## config.mk

```make
export PLATFORM = sky130hd
export DESIGN_NAME = scc_i2s_out
export DESIGN_NICKNAME = d
export VERILOG_FILES = /design/src/rtl/scc_i2s_out.sv
export SDC_FILE = /design/constraint.sdc
export NUM_CORES = 1
export LEC_CHECK = 0
export CAP_MARGIN = 20
export CORE_AREA = 3 3 50 57
export DETAILED_ROUTE_END_ITERATION = 10
export DIE_AREA = 0 0 53 60
export HOLD_SLACK_MARGIN = 0.06
export MAX_ROUTING_LAYER = met4
export PLACE_DENSITY = 0.8
export SLEW_MARGIN = 20
export SYNTH_ARGS = -nofsm -noshare
export SYNTH_HDL_FRONTEND = slang
export SYNTH_SLANG_ARGS = --single-unit
export TNS_END_PERCENT = 5
```

## constraint.sdc

```tcl
create_clock -name clk -period 3.9 [get_ports clk]
set_input_delay 0.39 -clock clk [delete_from_list [all_inputs] [get_ports clk]]
set_output_delay 0.39 -clock clk [all_outputs]
set_load 0.1 [all_outputs]
```

## src/rtl/scc_i2s_out.sv

```systemverilog
`default_nettype none
// ============================================================================
//  Module   : scc_i2s_out
//  Brief    : Serialises the SCC core's 11-bit signed sound output as a
//             mono-duplicated, 16-bit, Philips-format I2S stream. BCLK and
//             LRCLK are derived from the system clock; one sample is captured
//             per 32-BCLK frame.
//  Revision : 1.0 - initial release
// ============================================================================
module scc_i2s_out #(
    parameter int BCLK_HALF = 8            // clk cycles per BCLK half-period, 1..255
) (
    input  logic        clk,
    input  logic        reset,
    input  logic [10:0] sound_in,
    input  logic        mute,
    output logic        i2s_bclk,
    output logic        i2s_lrclk,
    output logic        i2s_sdata,
    output logic        sample_req
);

    localparam logic [7:0] c_div_max = 8'(BCLK_HALF - 1);

    logic [7:0]  r_div_cnt;
    logic        r_bclk;
    logic        r_lrclk;
    logic        r_sdata;
    logic        r_sample_req;
    logic [4:0]  r_bit_cnt;
    logic [31:0] r_frame;

    logic        w_div_wrap;
    logic        w_fall;
    logic [4:0]  w_n;
    logic [4:0]  w_bit_idx;
    logic [15:0] w_word;

    // Divider wrap point; a wrap while BCLK is high is the falling event that
    // advances the whole serialiser.
    assign w_div_wrap = (r_div_cnt == c_div_max);
    assign w_fall     = w_div_wrap & r_bclk;

    // Next bit position, and the frame bit it selects: 32-n for n in 1..31,
    // which wraps to index 0 at n==0 (previous frame's right LSB).
    assign w_n       = r_bit_cnt + 5'd1;
    assign w_bit_idx = 5'd0 - w_n;

    // Left-justified sample word; the sign bit lands on word[15].
    assign w_word = mute ? 16'h0000 : {sound_in, 5'b00000};

    // Bit-clock divider: count half-periods and toggle BCLK at each wrap.
    always_ff @(posedge clk) begin
        if (reset) begin
            r_div_cnt <= 8'd0;
            r_bclk    <= 1'b0;
        end else if (w_div_wrap) begin
            r_div_cnt <= 8'd0;
            r_bclk    <= ~r_bclk;
        end else begin
            r_div_cnt <= r_div_cnt + 8'd1;
        end
    end

    // Bit position, word select and serial data all advance on the falling event.
    always_ff @(posedge clk) begin
        if (reset) begin
            r_bit_cnt <= 5'd31;
            r_lrclk   <= 1'b0;
            r_sdata   <= 1'b0;
        end else if (w_fall) begin
            r_bit_cnt <= w_n;
            r_lrclk   <= w_n[4];
            r_sdata   <= r_frame[w_bit_idx];
        end
    end

    // Frame capture at bit position 0; the old frame[0] is read in the same
    // cycle by the data register above, so the overwrite here is safe.
    always_ff @(posedge clk) begin
        if (reset) begin
            r_frame      <= 32'h0;
            r_sample_req <= 1'b0;
        end else begin
            r_sample_req <= 1'b0;
            if (w_fall && (w_n == 5'd0)) begin
                r_frame      <= {w_word, w_word};
                r_sample_req <= 1'b1;
            end
        end
    end

    assign i2s_bclk   = r_bclk;
    assign i2s_lrclk  = r_lrclk;
    assign i2s_sdata  = r_sdata;
    assign sample_req = r_sample_req;

endmodule
`default_nettype wire

```

### Yosys cells after proc, flatten, opt, wreduce, memory -nomap -nowiden

Index checks and enable logic that the tools add are counted.

* output and inout port bits: 4
* bits of input ports: 14
* bits in registers: 49
* word-level logic and storage cells: 21

* equality and inequality tests: 1
* reduce and logical (&&, ||, !) cells: 3
* bitwise gates (word level): 2
* $lt $le $gt $ge: 1
* mux-type cells: 4
* add/sub/neg operators: 3

Operator list (number)
* 16-bit two-way mux: 1
* 8-bit by 1-bit adder with 8-bit output, second input constant: 1
* 8-bit by 3-bit equality test with 1-bit output, second input constant: 1
* 5-bit by 6-bit < comparator with 1-bit output, second input constant: 1
* 5-bit by 1-bit adder with 5-bit output, second input constant: 1
* 1-bit binary-select mux with 5-bit select: 1
* 5-bit zero test: 1
* 1-bit by 5-bit subtractor with 5-bit output, first input constant: 1
* 1-bit two-way mux: 2
* 2-bit OR reduction: 1
* 1-bit bitwise AND: 1
* 1-bit logical AND: 1
* 1-bit inverter: 1

### Longest topological paths before layout

* depth after elaboration: 4
* gate-level depth with buffers: 7
* depth with buffers taken out: 6

### Least setup slack after synthesis

Ideal clock, no wire load.

* kind: register to register
* start: register r_bclk, in the netlist i2s_bclk
* end: register r_frame[25]
* cell stages (with the launch flop): 6
* arrival time: 1.806 ns
* buffers on the path: 1
* setup slack: 2.023 ns
* setup time: 0.071 ns
* required time: 3.829 ns
* period minus slack after synthesis: 1.877 ns
* cells stage by stage: dfxtp_1 and4bb_1 and4_1 buf_6 nand3b_1 a21oi_1

* word-level cells in the longest chain between the ends: 2

RTL lines
* from (decl): line 26 `logic r_bclk;`
* from (signal assigned): line 59 `r_bclk <= ~r_bclk;`
* 1-bit bitwise AND: line 42 `assign w_fall = w_div_wrap & r_bclk;`
* 1-bit logical AND: line 86 `if (w_fall && (w_n == 5'd0)) begin`
* to (signal assigned): line 87 `r_frame <= {w_word, w_word};`
* to (decl): line 31 `logic [31:0] r_frame;`

Every way passes these cells.
A chain may end at the register's enable or synchronous reset.

### Worst setup path in the final report

* start: register r_bclk, in the netlist i2s_bclk
* end: output port i2s_bclk

RTL lines
* to (decl): line 17 `output logic i2s_bclk,`

No word-level cell between the ends.

==> impl_metrics.sql <==
INSERT INTO impl_metrics (metric_group, metric, value, unit) VALUES
('sta', 'max_slew_margin', '35.3', '%'),
('floorplan', 'core_region_area', '0.00227', 'sq mm'),
('global_route', 'grt_util_met1', '22.6', '%'),
('worst_setup_path', 'worstPathMaxFanout', '4', ''),
('sta', 'fin_crit_sh', '58.6', '%'),
('worst_setup_path', 'cp_num_cells', '1', ''),
('place', 'detailed_place_hpwl', '1.77', 'mm'),
('route', 'detail_route.wirelength', '2.48', 'mm'),
('global_route', 'antenna_found_initial', '0', ''),
('place', 'place_congestion', '0.809', ''),
('logic_synthesis', 'number_of_flip_flops_and_latches_in_the_synthesized_netlist', '28', ''),
('route', 'routedWlPerCell', '13.2', 'microns'),
('power_and_ir_drop', 'power.density', '334', 'mW/mm^2'),
('route', 'drt-initial-drc-count', '12', ''),
('worst_setup_path', 'worstReg2RegStart', 'r_div_cnt[0]', ''),
('worst_setup_path', 'setup.worst_path.end', 'i2s_bclk', ''),
('sta', 'min_period', '2.28', 'ns'),
('floorplan', 'die-area', '0.00318', 'sq mm'),
('sta', 'achievable_freq', '0.438', 'GHz'),
('logic_synthesis', 'postSynthAreaPerCell', '8.80', 'sq um'),
('global_route', 'grt_util_met3', '2.49', '%'),
('logic_synthesis', 'ys_seq_area_share', '42.7', '%'),
('worst_setup_path', 'timing.critical_path.slowest_cell_delay', '1.16', 'ns'),
('cts', 'clk_root_buffer_cell', 'clkbuf_4', ''),
('floorplan', 'num_io_pins', '18', ''),
('logic_synthesis', 'synth.distinct_cells', '30', ''),
('floorplan', 'die_h', '60', 'microns'),
('floorplan', 'fp.dieW', '53', 'microns'),
('cts', 'cts.clk_slew.worst_paths', '0.15', 'ns'),
('cts', 'post_cts_buffers', '0', ''),
('worst_setup_path', 'timing.setup.critical_path_class', 'reg2out', ''),
('worst_hold_path', 'worst_hold_path.num_cells', '2', ''),
('route', 'vias_per_cell', '5.56', ''),
('global_route', 'grt_use_total', '19.1', '%'),
('worst_hold_path', 'worstHoldPathType', 'reg2reg', ''),
('final_layout', 'commonest_non_fill_non_tap_cell_in_the_layout', 'dfxtp_1', ''),
('sta', 'timing_max_transition_violations_final', '0', ''),
('worst_setup_path', 'crit_path_end_kind', 'output port', ''),
('worst_setup_path', 'cp_num_buf_inv', '1', ''),
('cts', 'cts.sinks', '28', ''),
('final_layout', 'antenna_cells', '0', ''),
('final_layout', 'fin_nets', '175', ''),
('worst_setup_path', 'cp_data_arrival_time', '1.89', 'ns'),
('sta', 'totalNegativeSetupSlack', '0', 'ns'),
('flow_run', 'drv.max_cap_violation_count', '0', ''),
('power_and_ir_drop', 'p_total', '505', 'uW'),
('route', 'num_vias', '1045', ''),
('status', 'outcome', 'finished, final reports clean', ''),
('worst_setup_path', 'cell_chain_critical_path', 'clkdlybuf4s50_1', ''),
('sta', 'hold_violations', '0', ''),
('place', 'place_area', '0.00146', 'sq mm'),
('cts', 'hold_buffers', '0', ''),
('global_route', 'grt-busiest-layer', 'met2', ''),
('global_route', 'grt_use_met2', '32.6', '%'),
('final_layout', 'mostFrequentLayoutCells', 'dfxtp_1, nand2_1, clkdlybuf4s50_1', ''),
('power_and_ir_drop', 'power.leakage', '0.533', 'nW'),
('sta', 'fin_worst_skew', '0.00358', 'ns'),
('floorplan', 'start_util', '57.6', '%'),
('sta', 'final-setup-viol-count', '0', ''),
('final_layout', 'layout-drive-gt1-share', '4.43', '%'),
('worst_setup_path', 'ff2ff_setup_slack', '1.67', 'ns'),
('sta', 'rsz0062_at_grt', 'false', ''),
('cts', 'post_cts_resized', '0', ''),
('global_route', 'via_count_of_the_first_global_routing_pass', '1025', ''),
('worst_setup_path', 'cell_depth_of_the_worst_flop_to_flop_path', '6', ''),
('worst_setup_path', 'rr_endpoint', 'r_frame[23]', ''),
('logic_synthesis', 'synth.cell_area', '0.00131', 'sq mm'),
('route', 'detail-route-antenna-nets', '0', ''),
('logic_synthesis', 'postSynthNetCount', '165', ''),
('power_and_ir_drop', 'worst_ir_drop_vdd', '0.000224', 'V'),
('cts', 'clock_tree_from_tritoncts', 'done', '');
stage by stage:
step / util (%) / std cells / worst slack (ns) / hold WS, ns
6_report: 66.4 / 188 / 1.62 / 0.462
3_3_place_gp: 64.1 / 184 / 1.83 / 0.438
3_5_place_dp: 64.1 / 184 / 1.69 / 0.440
4_1_cts: 66.4 / 188 / 1.60 / 0.463
2_1_floorplan: - / 149 / 2.02 / 0.429
5_1_grt: 66.4 / 188 / 1.43 / 0.479
layer usage:
metal | up-vias | part of all wire (%)
met4 | 0 | 1.9
met5 | - | 0
met2 | 20 | 50
met3 | 6 | 2.3
li1 | 534 | -
met1 | 485 | 46
registers in the layout, indices dropped and copies added (netlist names):
register and flops:
r_bit_cnt 5, r_div_cnt 8, i2s_bclk 1, i2s_lrclk 1, i2s_sdata 1, r_frame 11
sample_req 1
worst min path at each step:
| stage | startpoint | to |
|---|---|---|
| detailed placement | r_frame[24] | r_frame[24] |
| floorplan | r_frame[24] | r_frame[24] |
| CTS | r_frame[29] | r_frame[29] |
| global placement | r_frame[24] | r_frame[24] |
| global route | r_frame[15] | r_frame[15] |
| finish | r_frame[29] | r_frame[29] |
cell families (layout without fill, tap and decap cells):
family,Yosys count,in the layout,synth area share (%)
xor gates and xnor gates,12,12,8.02
adders and majority gates,2,2,1.91
buffers and inverters,14,23,5.15
muxes,4,4,4.96
AOI/OAI and AO/OA,21,21,9.26
and+or+nand+nor,68,68,28.0
DFF,28,28,42.7
layout make-up:
class	count	area [sq um]
well taps	30	37.5
clock inverters	1	30.0
repair buffers	17	170
inverters	2	7.51
multi-input cells	107	683
fillers	194	763
clock buffers	3	22.5
flip-flops and latches	28	561
cell usage after synthesis (all sizes together):
cell type   n  share of area [%]
dfxtp      28                 43
nand2      20                5.7
nor2       13                3.7
a21oi      12                4.6
nand3b     12                6.9
xor2        9                6.0
clkbuf      7                2.0
nand3       7                2.7
buf         5                2.6
nand4       5                2.4
o21ai       4                1.5
and3        3                1.4
xnor2       3                2.0
a211o       2                1.3
and4bb      2                1.9
ha          2                1.9
inv         2               0.57
mux2i       2                1.5
mux4        2                3.4
nor3        2               0.76
a211oi      1               0.57
a31o        1               0.67
and4        1               0.67
nand4bb     1               0.86
nor4        1               0.48
o31ai       1               0.57
or2         1               0.48
power by group:
group          switching (mW)  internal, mW  total [mW]
clock                  0.0823         0.104       0.186
combinational          0.0106        0.0164      0.0270
sequential            0.00315         0.289       0.292
Note: power is estimated with default switching activity, not from simulation.
